[src/rtl/mips32_pkg.sv]
// Shared loader constants, FSM encoding and the header acceptance rule.
package mips32_pkg;

  localparam int          MEM_DEPTH = 1024;
  localparam int          ADDR_W    = 10;
  localparam logic [15:0] MAGIC     = 16'h4D50;
  localparam int          LEN_W     = 11;

  typedef enum logic [2:0] {
    ST_IDLE,
    ST_LOAD,
    ST_CHECK,
    ST_DONE,
    ST_ERROR
  } ld_state_t;

  // Header bits [15:11] are reserved and deliberately not examined.
  function automatic logic hdr_ok(input logic [31:0] hdr, input logic [15:0] magic,
                                  input int depth);
    logic [31:0] n;
    n = 32'(hdr[LEN_W-1:0]);
    return (hdr[31:16] == magic) && (n != 32'd0) && (n <= $unsigned(depth));
  endfunction

endpackage

[src/rtl/mips32_loader_if.sv]
// Host word stream plus core-memory write port; master = host/memory side, slave = loader.
interface mips32_loader_if #(
  parameter int ADDR_W = mips32_pkg::ADDR_W
);
  logic              s_valid;
  logic [31:0]       s_data;
  logic              s_ready;
  logic              mem_we;
  logic [ADDR_W-1:0] mem_addr;
  logic [31:0]       mem_wdata;

  modport master (
    output s_valid, s_data,
    input  s_ready, mem_we, mem_addr, mem_wdata
  );

  modport slave (
    input  s_valid, s_data,
    output s_ready, mem_we, mem_addr, mem_wdata
  );
endinterface

[src/rtl/mips32_loader.sv]
// Boot loader: header/data/checksum image into core memory, then releases the core.
// One write per accepted data word, one cycle later; s_ready drops once the image is judged.
module mips32_loader #(
  parameter int          MEM_DEPTH = mips32_pkg::MEM_DEPTH,
  parameter int          ADDR_W    = mips32_pkg::ADDR_W,
  parameter logic [15:0] MAGIC     = mips32_pkg::MAGIC
) (
  input  logic            clk1,
  input  logic            rst,
  mips32_loader_if.slave  bus,
  output logic            core_run,
  output logic            busy,
  output logic            done,
  output logic            err
);
  import mips32_pkg::*;

  ld_state_t         r_state, w_state_nxt;
  logic [LEN_W-1:0]  r_idx, w_idx_nxt, r_len, w_len_nxt, w_idx_inc;
  logic [31:0]       r_sum, w_sum_nxt;
  logic              r_ready, w_ready_nxt;
  logic              r_we, w_we_nxt;
  logic [ADDR_W-1:0] r_addr, w_addr_nxt;
  logic [31:0]       r_wdata, w_wdata_nxt;
  logic              r_busy, w_busy_nxt;
  logic              r_done, w_done_nxt;
  logic              r_err, w_err_nxt;
  logic              w_acc;

  assign w_acc     = bus.s_valid & r_ready;
  assign w_idx_inc = r_idx + 1'b1;

  always_comb begin
    w_state_nxt = r_state;
    w_idx_nxt   = r_idx;
    w_len_nxt   = r_len;
    w_sum_nxt   = r_sum;
    w_we_nxt    = 1'b0;
    w_addr_nxt  = r_addr;
    w_wdata_nxt = r_wdata;
    unique case (r_state)
      ST_IDLE: if (w_acc) begin
        w_idx_nxt   = '0;
        w_sum_nxt   = '0;
        w_len_nxt   = bus.s_data[LEN_W-1:0];
        w_state_nxt = hdr_ok(bus.s_data, MAGIC, MEM_DEPTH) ? ST_LOAD : ST_ERROR;
      end
      ST_LOAD: if (w_acc) begin
        w_we_nxt    = 1'b1;
        w_addr_nxt  = r_idx[ADDR_W-1:0];
        w_wdata_nxt = bus.s_data;
        w_sum_nxt   = r_sum + bus.s_data;
        w_idx_nxt   = w_idx_inc;
        // Length is bounded by MEM_DEPTH at the header, so the index stops before wrapping.
        if (w_idx_inc == r_len) w_state_nxt = ST_CHECK;
      end
      ST_CHECK: if (w_acc) begin
        w_state_nxt = (bus.s_data == r_sum) ? ST_DONE : ST_ERROR;
      end
      default: ;
    endcase
    w_ready_nxt = (w_state_nxt == ST_IDLE) || (w_state_nxt == ST_LOAD) ||
                  (w_state_nxt == ST_CHECK);
    w_busy_nxt  = (w_state_nxt == ST_LOAD) || (w_state_nxt == ST_CHECK);
    w_done_nxt  = (w_state_nxt == ST_DONE);
    w_err_nxt   = (w_state_nxt == ST_ERROR);
  end

  always_ff @(posedge clk1) begin
    if (rst) begin
      r_state <= ST_IDLE;
      r_idx   <= '0;
      r_len   <= '0;
      r_sum   <= '0;
      r_ready <= 1'b0;
      r_we    <= 1'b0;
      r_addr  <= '0;
      r_wdata <= '0;
      r_busy  <= 1'b0;
      r_done  <= 1'b0;
      r_err   <= 1'b0;
    end else begin
      r_state <= w_state_nxt;
      r_idx   <= w_idx_nxt;
      r_len   <= w_len_nxt;
      r_sum   <= w_sum_nxt;
      r_ready <= w_ready_nxt;
      r_we    <= w_we_nxt;
      r_addr  <= w_addr_nxt;
      r_wdata <= w_wdata_nxt;
      r_busy  <= w_busy_nxt;
      r_done  <= w_done_nxt;
      r_err   <= w_err_nxt;
    end
  end

  assign bus.s_ready   = r_ready;
  assign bus.mem_we    = r_we;
  assign bus.mem_addr  = r_addr;
  assign bus.mem_wdata = r_wdata;
  assign core_run      = r_done;
  assign busy          = r_busy;
  assign done          = r_done;
  assign err           = r_err;

endmodule

[src/flat_wrapper.sv]
// flat-port wrapper written by rule: the top's interface ports become plain ports
module mips32_loader_flat import mips32_pkg::*;
#(
  parameter int          MEM_DEPTH = mips32_pkg::MEM_DEPTH,
  parameter int          ADDR_W    = mips32_pkg::ADDR_W,
  parameter logic [15:0] MAGIC     = mips32_pkg::MAGIC
)
  (clk1, rst, core_run, busy, done, err, bus_s_valid, bus_s_data, bus_s_ready, bus_mem_we, bus_mem_addr, bus_mem_wdata);
  mips32_loader_if #(.ADDR_W(ADDR_W)) bus_i ();
  input  logic clk1;
  input  logic rst;
  output logic core_run;
  output logic busy;
  output logic done;
  output logic err;
  input wire logic [$bits(bus_i.s_valid)-1:0] bus_s_valid;
  input wire logic [$bits(bus_i.s_data)-1:0] bus_s_data;
  output wire logic [$bits(bus_i.s_ready)-1:0] bus_s_ready;
  output wire logic [$bits(bus_i.mem_we)-1:0] bus_mem_we;
  output wire logic [$bits(bus_i.mem_addr)-1:0] bus_mem_addr;
  output wire logic [$bits(bus_i.mem_wdata)-1:0] bus_mem_wdata;
  assign bus_i.s_valid = bus_s_valid;
  assign bus_i.s_data = bus_s_data;
  assign bus_s_ready = bus_i.s_ready;
  assign bus_mem_we = bus_i.mem_we;
  assign bus_mem_addr = bus_i.mem_addr;
  assign bus_mem_wdata = bus_i.mem_wdata;
  mips32_loader #(.MEM_DEPTH(MEM_DEPTH), .ADDR_W(ADDR_W), .MAGIC(MAGIC)) u_core (.clk1(clk1), .rst(rst), .bus(bus_i), .core_run(core_run), .busy(busy), .done(done), .err(err));
endmodule
[config.mk]
export PLATFORM = sky130hd
export DESIGN_NAME = mips32_loader_flat
export DESIGN_NICKNAME = d
export VERILOG_FILES = /design/src/rtl/mips32_pkg.sv /design/src/rtl/mips32_loader_if.sv /design/src/rtl/mips32_loader.sv /design/src/flat_wrapper.sv
export SDC_FILE = /design/constraint.sdc
export NUM_CORES = 1
export LEC_CHECK = 0
export BUFFER_PORTS_ARGS = -buffer_cell sky130_fd_sc_hd__buf_2
export CAP_MARGIN = 40
export CORE_UTILIZATION = 45
export CTS_CLUSTER_SIZE = 16
export DETAILED_ROUTE_END_ITERATION = 16
export PLACE_DENSITY = 0.71
export SYNTH_ARGS = -nofsm -noshare
export SYNTH_HDL_FRONTEND = slang
export SYNTH_SLANG_ARGS = --single-unit
[constraint.sdc]
create_clock -name clk1 -period 8.2 [get_ports clk1]
set_input_delay 0.41 -clock clk1 [delete_from_list [all_inputs] [get_ports clk1]]
set_output_delay 0.41 -clock clk1 [all_outputs]
set_load 0.05 [all_outputs]
== Yosys cells after proc, flatten, opt, wreduce, memory -nomap -nowiden ==
Index checks and enable logic that the tools add are counted.

* Word-level logic and storage cells: 54
* Output and inout bits: 48
* Bits in registers: 104
* Input port bits: 35

* Reductions and logical operators: 13
* Bitwise operators: 2
* Mux-type cells: 14
* Eq/ne operators: 11
* Add/sub/neg operators: 2
* Order comparisons: 1

{| class="wikitable"
|+ Operator list
! cell !! count
|-
| two-way mux 32 bit || 2
|-
| case mux 32 bit (2 select lines) || 1
|-
| adder 32 bit || 1
|-
| == test 32 bit || 1
|-
| two-way mux 11 bit || 2
|-
| case mux 11 bit (2 select lines) || 1
|-
| two-way mux 3 bit || 6
|-
| == test 16 x 15 -> 1 bit, second input constant || 1
|-
| adder 11 x 1 -> 11 bit, second input constant || 1
|-
| == test 11 bit || 1
|-
| <= comparator 11 bit, second input constant || 1
|-
| nonzero test 11 bit || 1
|-
| == test 3 x 2 -> 1 bit, second input constant || 3
|-
| case mux 3 bit (3 select lines) || 1
|-
| == test 3 x 1 -> 1 bit, second input constant || 2
|-
| zero test 3 bit || 2
|-
| != test 2 x 1 -> 1 bit, second input constant || 2
|-
| AND reduction 2 bit || 2
|-
| == test 3 bit, second input constant || 1
|-
| logical OR 1 bit || 3
|-
| AND reduction 3 bit || 1
|-
| logical AND 1 bit || 2
|-
| nonzero test 2 bit || 1
|-
| OR reduction 2 bit || 1
|-
| 3 further kinds || 3
|}

== Depth between registers and ports, before layout ==
* Depth in word-level cells: 9
* Gate-level depth with buffers: 11
* Depth with buffers taken out: 11

== Worst setup path before layout ==
OpenSTA, ideal clock, no wires.

* Path type: input port to flip-flop
* Start: input port bus_s_data[0]
* End: register u_core.r_sum[28]
* Buffers on the path: 0
* Required time: 8.080 ns
* Arrival: 2.691 ns
* Library setup time: 0.120 ns
* Stages on the path: 11
* Slack: 5.389 ns
* Cell sequence: ha_1 fa_1 a21o_1 a31oi_1 o311a_1 o2111ai_2 a31oi_1 o21ai_2 a41oi_4 o21ai_0 a211o_1

* Cells in the longest elaborated chain, start to end: 3

{| class="wikitable"
|+ RTL lines
! what !! RTL line !! source
|-
| start: declaration || flat_wrapper.sv:17 || <nowiki>input wire logic [$bits(bus_i.s_data)-1:0] bus_s_data;</nowiki>
|-
| adder 32 bit || mips32_loader.sv:52 || <nowiki>w_sum_nxt = r_sum + bus.s_data;</nowiki>
|-
| two-way mux 32 bit || mips32_loader.sv:48 || <nowiki>ST_LOAD: if (w_acc) begin</nowiki>
|-
| case mux 32 bit (2 select lines) || mips32_loader.sv:41 || <nowiki>unique case (r_state)</nowiki>
|-
| end signal: assignment || mips32_loader.sv:86 || <nowiki>r_sum <= w_sum_nxt;</nowiki>
|-
| end: declaration || mips32_loader.sv:20 || <nowiki>logic [31:0] r_sum, w_sum_nxt;</nowiki>
|}

Every way passes these cells. The select of a mux whose other input is x is not followed.
A chain may end at the register's enable or synchronous reset.

== Final worst setup path ==
* Start: register u_core.r_sum[0]
* End: register u_core.r_sum[28]

* Cells in the longest elaborated chain, start to end: 3

{| class="wikitable"
|+ RTL lines
! what !! RTL line
|-
| adder 32 bit || mips32_loader.sv:52
|-
| two-way mux 32 bit || mips32_loader.sv:48
|-
| case mux 32 bit (2 select lines) || mips32_loader.sv:41
|}

Every way passes these cells. The select of a mux whose other input is x is not followed.

==> impl_metrics.py <==
metrics = {
    "cts": {
        "numClockSinks": 104,
        "cts_buffers": 9,
        "cts-root-buf": "clkbuf_16",
        "insertion_delay_ps": 360,
        "postCtsHoldBufs": 0,
        "clk_pin_slew_worst_paths_ps": 70,
        "post_cts_resized": 0,
        "cts_tree": "done",
        "post_cts_buffers": 0,
        "clockBufferDepth": 2,
        "htree_levels": 3,
    },
    "route": {
        "routed_via_density": 5.67,
        "ant_nets": 0,
        "wl_per_cell_um": 15.6,
        "drc": 0,
        "routed_wl_mm": 14.1,
        "drt-pass1-iter-count": 4,
        "drt_iter0_markers": 247,
        "vias": 5129,
    },
    "worst_setup_path": {
        "required_ps": 8450,
        "crit_path_end_kind": "flop",
        "startpoint_type": "flop",
        "worst-r2r-setup-slack_ps": 5220,
        "arrival_ps": 3240,
        "crit_buf_inv": 0,
        "timing.rr.end": "u_core.r_sum[28]",
        "crit_fanout": 5,
        "reg2reg_depth": 11,
        "worst_path_most_repeated_cell": "a31oi_1",
        "cp_slowest_cell": "fa_1",
        "path_delay_family": "compound AO/OA/AOI/OAI gates",
        "path_class": "flop to flop",
        "crit_chain": "ha_1, fa_1, a21o_1, a31oi_1, o311a_1, o2111ai_2, a31oi_1, o21ai_2, a41oi_4, o21ai_0, a211o_1",
        "r2r-start": "u_core.r_sum[0]",
        "worst_path_largest_cell_delay_ps": 400,
    },
    "status": {
        "status": "completed",
    },
    "timing": {
        "fin_ws_ps": 5220,
        "finalCritPeriodShare_pct": 36.4,
        "finalClockSkew_ps": 7.95,
        "hold_ws_ps": 303,
        "setup_viol": 0,
        "rsz0062_at_grt": "no",
        "tightest_slew_ps": 882,
        "fmax_mhz": 335,
        "post-route-min-period_ps": 2980,
        "drv_slew": 0,
        "finalHoldViolations": 0,
        "maxSlewHeadroom_pct": 41.2,
        "tns_ps": 0,
    },
    "logic_synthesis": {
        "syn_inst": 692,
        "synthFlopType": "dfxtp_1",
        "synth-edff-count": 0,
        "ys_types": 62,
        "synth-compound-area-share_pct": 23.1,
        "avgSynthCellArea_um2": 8.01,
        "synthArstFlopShare_pct": 0,
        "synth_fp_nets": 760,
        "seq_area_frac_synth_pct": 37.6,
        "synthAdderAreaFrac_pct": 7.58,
        "syn_area_um2": 5540,
        "synth-seq-cells": 104,
        "synthXorXnorAreaFrac_pct": 7.11,
        "synth_top_area_share_pct": 37.6,
        "synthMuxAreaShare_pct": 0,
        "synth_top_area_cell": "dfxtp_1",
        "synth_warnings": 0,
        "synth_top_family_by_area": "compound AO/OA/AOI/OAI gates",
        "synth_area_leaders": "dfxtp_1 38%, nand2_1 10%, a21oi_1 8.0%",
        "synth_simple_gate_area_share_pct": 20.9,
    },
    "power_and_ir_drop": {
        "p_int_mw": 0.790,
        "vdd_drop_max_mv": 0.104,
        "p_leak_nw": 2.64,
        "swShare_pct": 24.6,
        "combPwrFrac_pct": 8.2,
        "p_total_mw": 1.05,
        "power_frac_seq_pct": 48.9,
        "p_sw_mw": 0.257,
        "p_clk_share_pct": 42.8,
        "power_density_nw_per_um2": 166,
    },
    "final_layout": {
        "seqCellArea_um2": 2080,
        "synthToLayoutAreaGrowth_pct": 14.1,
        "drive_gt1_share_pct": 15.5,
        "diodes": 0,
        "postLayoutCoreUtil_pct": 52.7,
        "fill_cells": 1156,
        "nets": 820,
        "multiInputGateArea_um2": 3260,
    },
    "floorplan": {
        "io_pins": 83,
        "rows": 40,
        "coreArea_um2": 12000,
        "die_y_um": 113,
        "dieArea_um2": 12800,
        "start_util_pct": 46.1,
        "die_w_um": 113,
    },
    "worst_hold_path": {
        "hp-class": "primary input to flop",
        "hold_start": "bus_s_data[15]",
        "worstHoldEndpoint": "u_core.bus.mem_wdata[15]",
        "hold_depth": 3,
    },
    "placement": {
        "post-dp-hpwl_mm": 9.96,
        "io_buffers": 82,
        "place.gp.congestion": 0.912,
        "place_ws_ps": 5020,
    },
    "global_route": {
        "antenna_found_initial": 0,
        "grt_pass1_vias": 5004,
        "grt_remaining_overflow": 0,
        "grt_max_degree": 82,
        "track_usage_pct": 23.2,
        "grt_pass1_wl_mm": 23.7,
    },
    "run": {
        "drv_cap": 0,
    },
}
-- cells in the final DEF, fill, tap and decap left out, drive strengths merged, types with 12 or more instances in the layout --
cell   count
nand2    149
dfxtp    104
a21oi     89
buf       87
nor2      50
o21ai     36
ha        32
xor2      24
xnor2     21
a22oi     17
a21o      13
nor4      12
-- final cells by class --
cell class                      instances  share of cell area, %
Sequential cell                       104                   32.9
Inverter                                8                  0.475
Timing Repair Buffer                   87                   7.32
Tap cell                              147                   2.91
Multi-Input combinational cell        542                   51.5
Clock buffer                           11                   4.00
Clock inverter                          5                  0.870
-- per-layer routing --
metal	GRT usage (%)	up-vias	wire length [µm]
li1	-	2563	-
met1	28.9	2416	6430
met2	38.8	123	6720
met3	5.20	27	601
met4	9.47	0	334
met5	0	-	0
-- cell usage after synthesis, types with 4 or more instances --
| library cell | n |
|---|---|
| a22o_1 | 4 |
| a21oi_1 | 89 |
| a21o_1 | 12 |
| a211oi_1 | 4 |
| a31oi_1 | 4 |
| nor2b_1 | 5 |
| inv_1 | 8 |
| nand3_1 | 9 |
| o31ai_1 | 4 |
| nand4_1 | 7 |
| xnor2_1 | 21 |
| clkbuf_1 | 30 |
| and3_1 | 5 |
| nand2_1 | 149 |
| nor4_1 | 12 |
| o21bai_1 | 6 |
| nor2_1 | 50 |
| a22oi_1 | 17 |
| o21ai_0 | 32 |
| ha_1 | 32 |
| nand2b_1 | 4 |
| dfxtp_1 | 104 |
| nor3_1 | 6 |
| xor2_1 | 24 |
-- registers in the layout (all words and copies together) (netlist names) --
name and count:
u_core.err 1, u_core.r_idx 11, u_core.busy 1, u_core.core_run 1
u_core.r_sum 32, u_core.bus.mem_wdata 32, u_core.bus.s_ready 1, u_core.r_len 11
u_core.r_state 3, u_core.bus.mem_addr 10, u_core.bus.mem_we 1
-- power groups by stage --
stage,clock network (mW),registers (mW),logic (mW)
after CTS,0.456,0.512,0.0855
final,0.449,0.512,0.0862
after global routing,0.474,0.513,0.0945
after detailed placement,0,0.524,0.0852
after floorplan,0,0.527,0.0506
after global placement,0,0.524,0.0804
-- kinds of logic (layout without fill, tap and decap cells) --
group,after synthesis,count (layout)
compound gates,201,201
fa+ha+maj,33,33
buf+inv,46,111
flops,104,104
xor+xnor,45,45
simple gates,263,263
-- worst min-delay path, cell delays in order --
cell	delay, ps
buf_2	110
nand2_1	50
a21oi_1	50
-- how the worst max path moves through the flow --
stage | cells past startpoint | startpoint | slack, ps | to
2_1_floorplan | 11 | bus_s_data[0] | 5390 | u_core.r_sum[28]
3_3_place_gp | 12 | bus_s_data[0] | 5040 | u_core.r_sum[28]
3_5_place_dp | 12 | bus_s_data[0] | 5020 | u_core.r_sum[28]
4_1_cts | 11 | u_core.r_sum[0] | 5240 | u_core.r_sum[28]
5_1_grt | 11 | u_core.r_sum[0] | 5020 | u_core.r_sum[28]
6_report | 11 | u_core.r_sum[0] | 5220 | u_core.r_sum[28]
-- metrics by stage --
step	instances	area, µm²
floorplan	692	5540
global placement	886	5990
detailed placement	888	6020
CTS	904	6330
global route	904	6330
finish	904	6330
No activity file was read; power rests on OpenSTA's default activity.
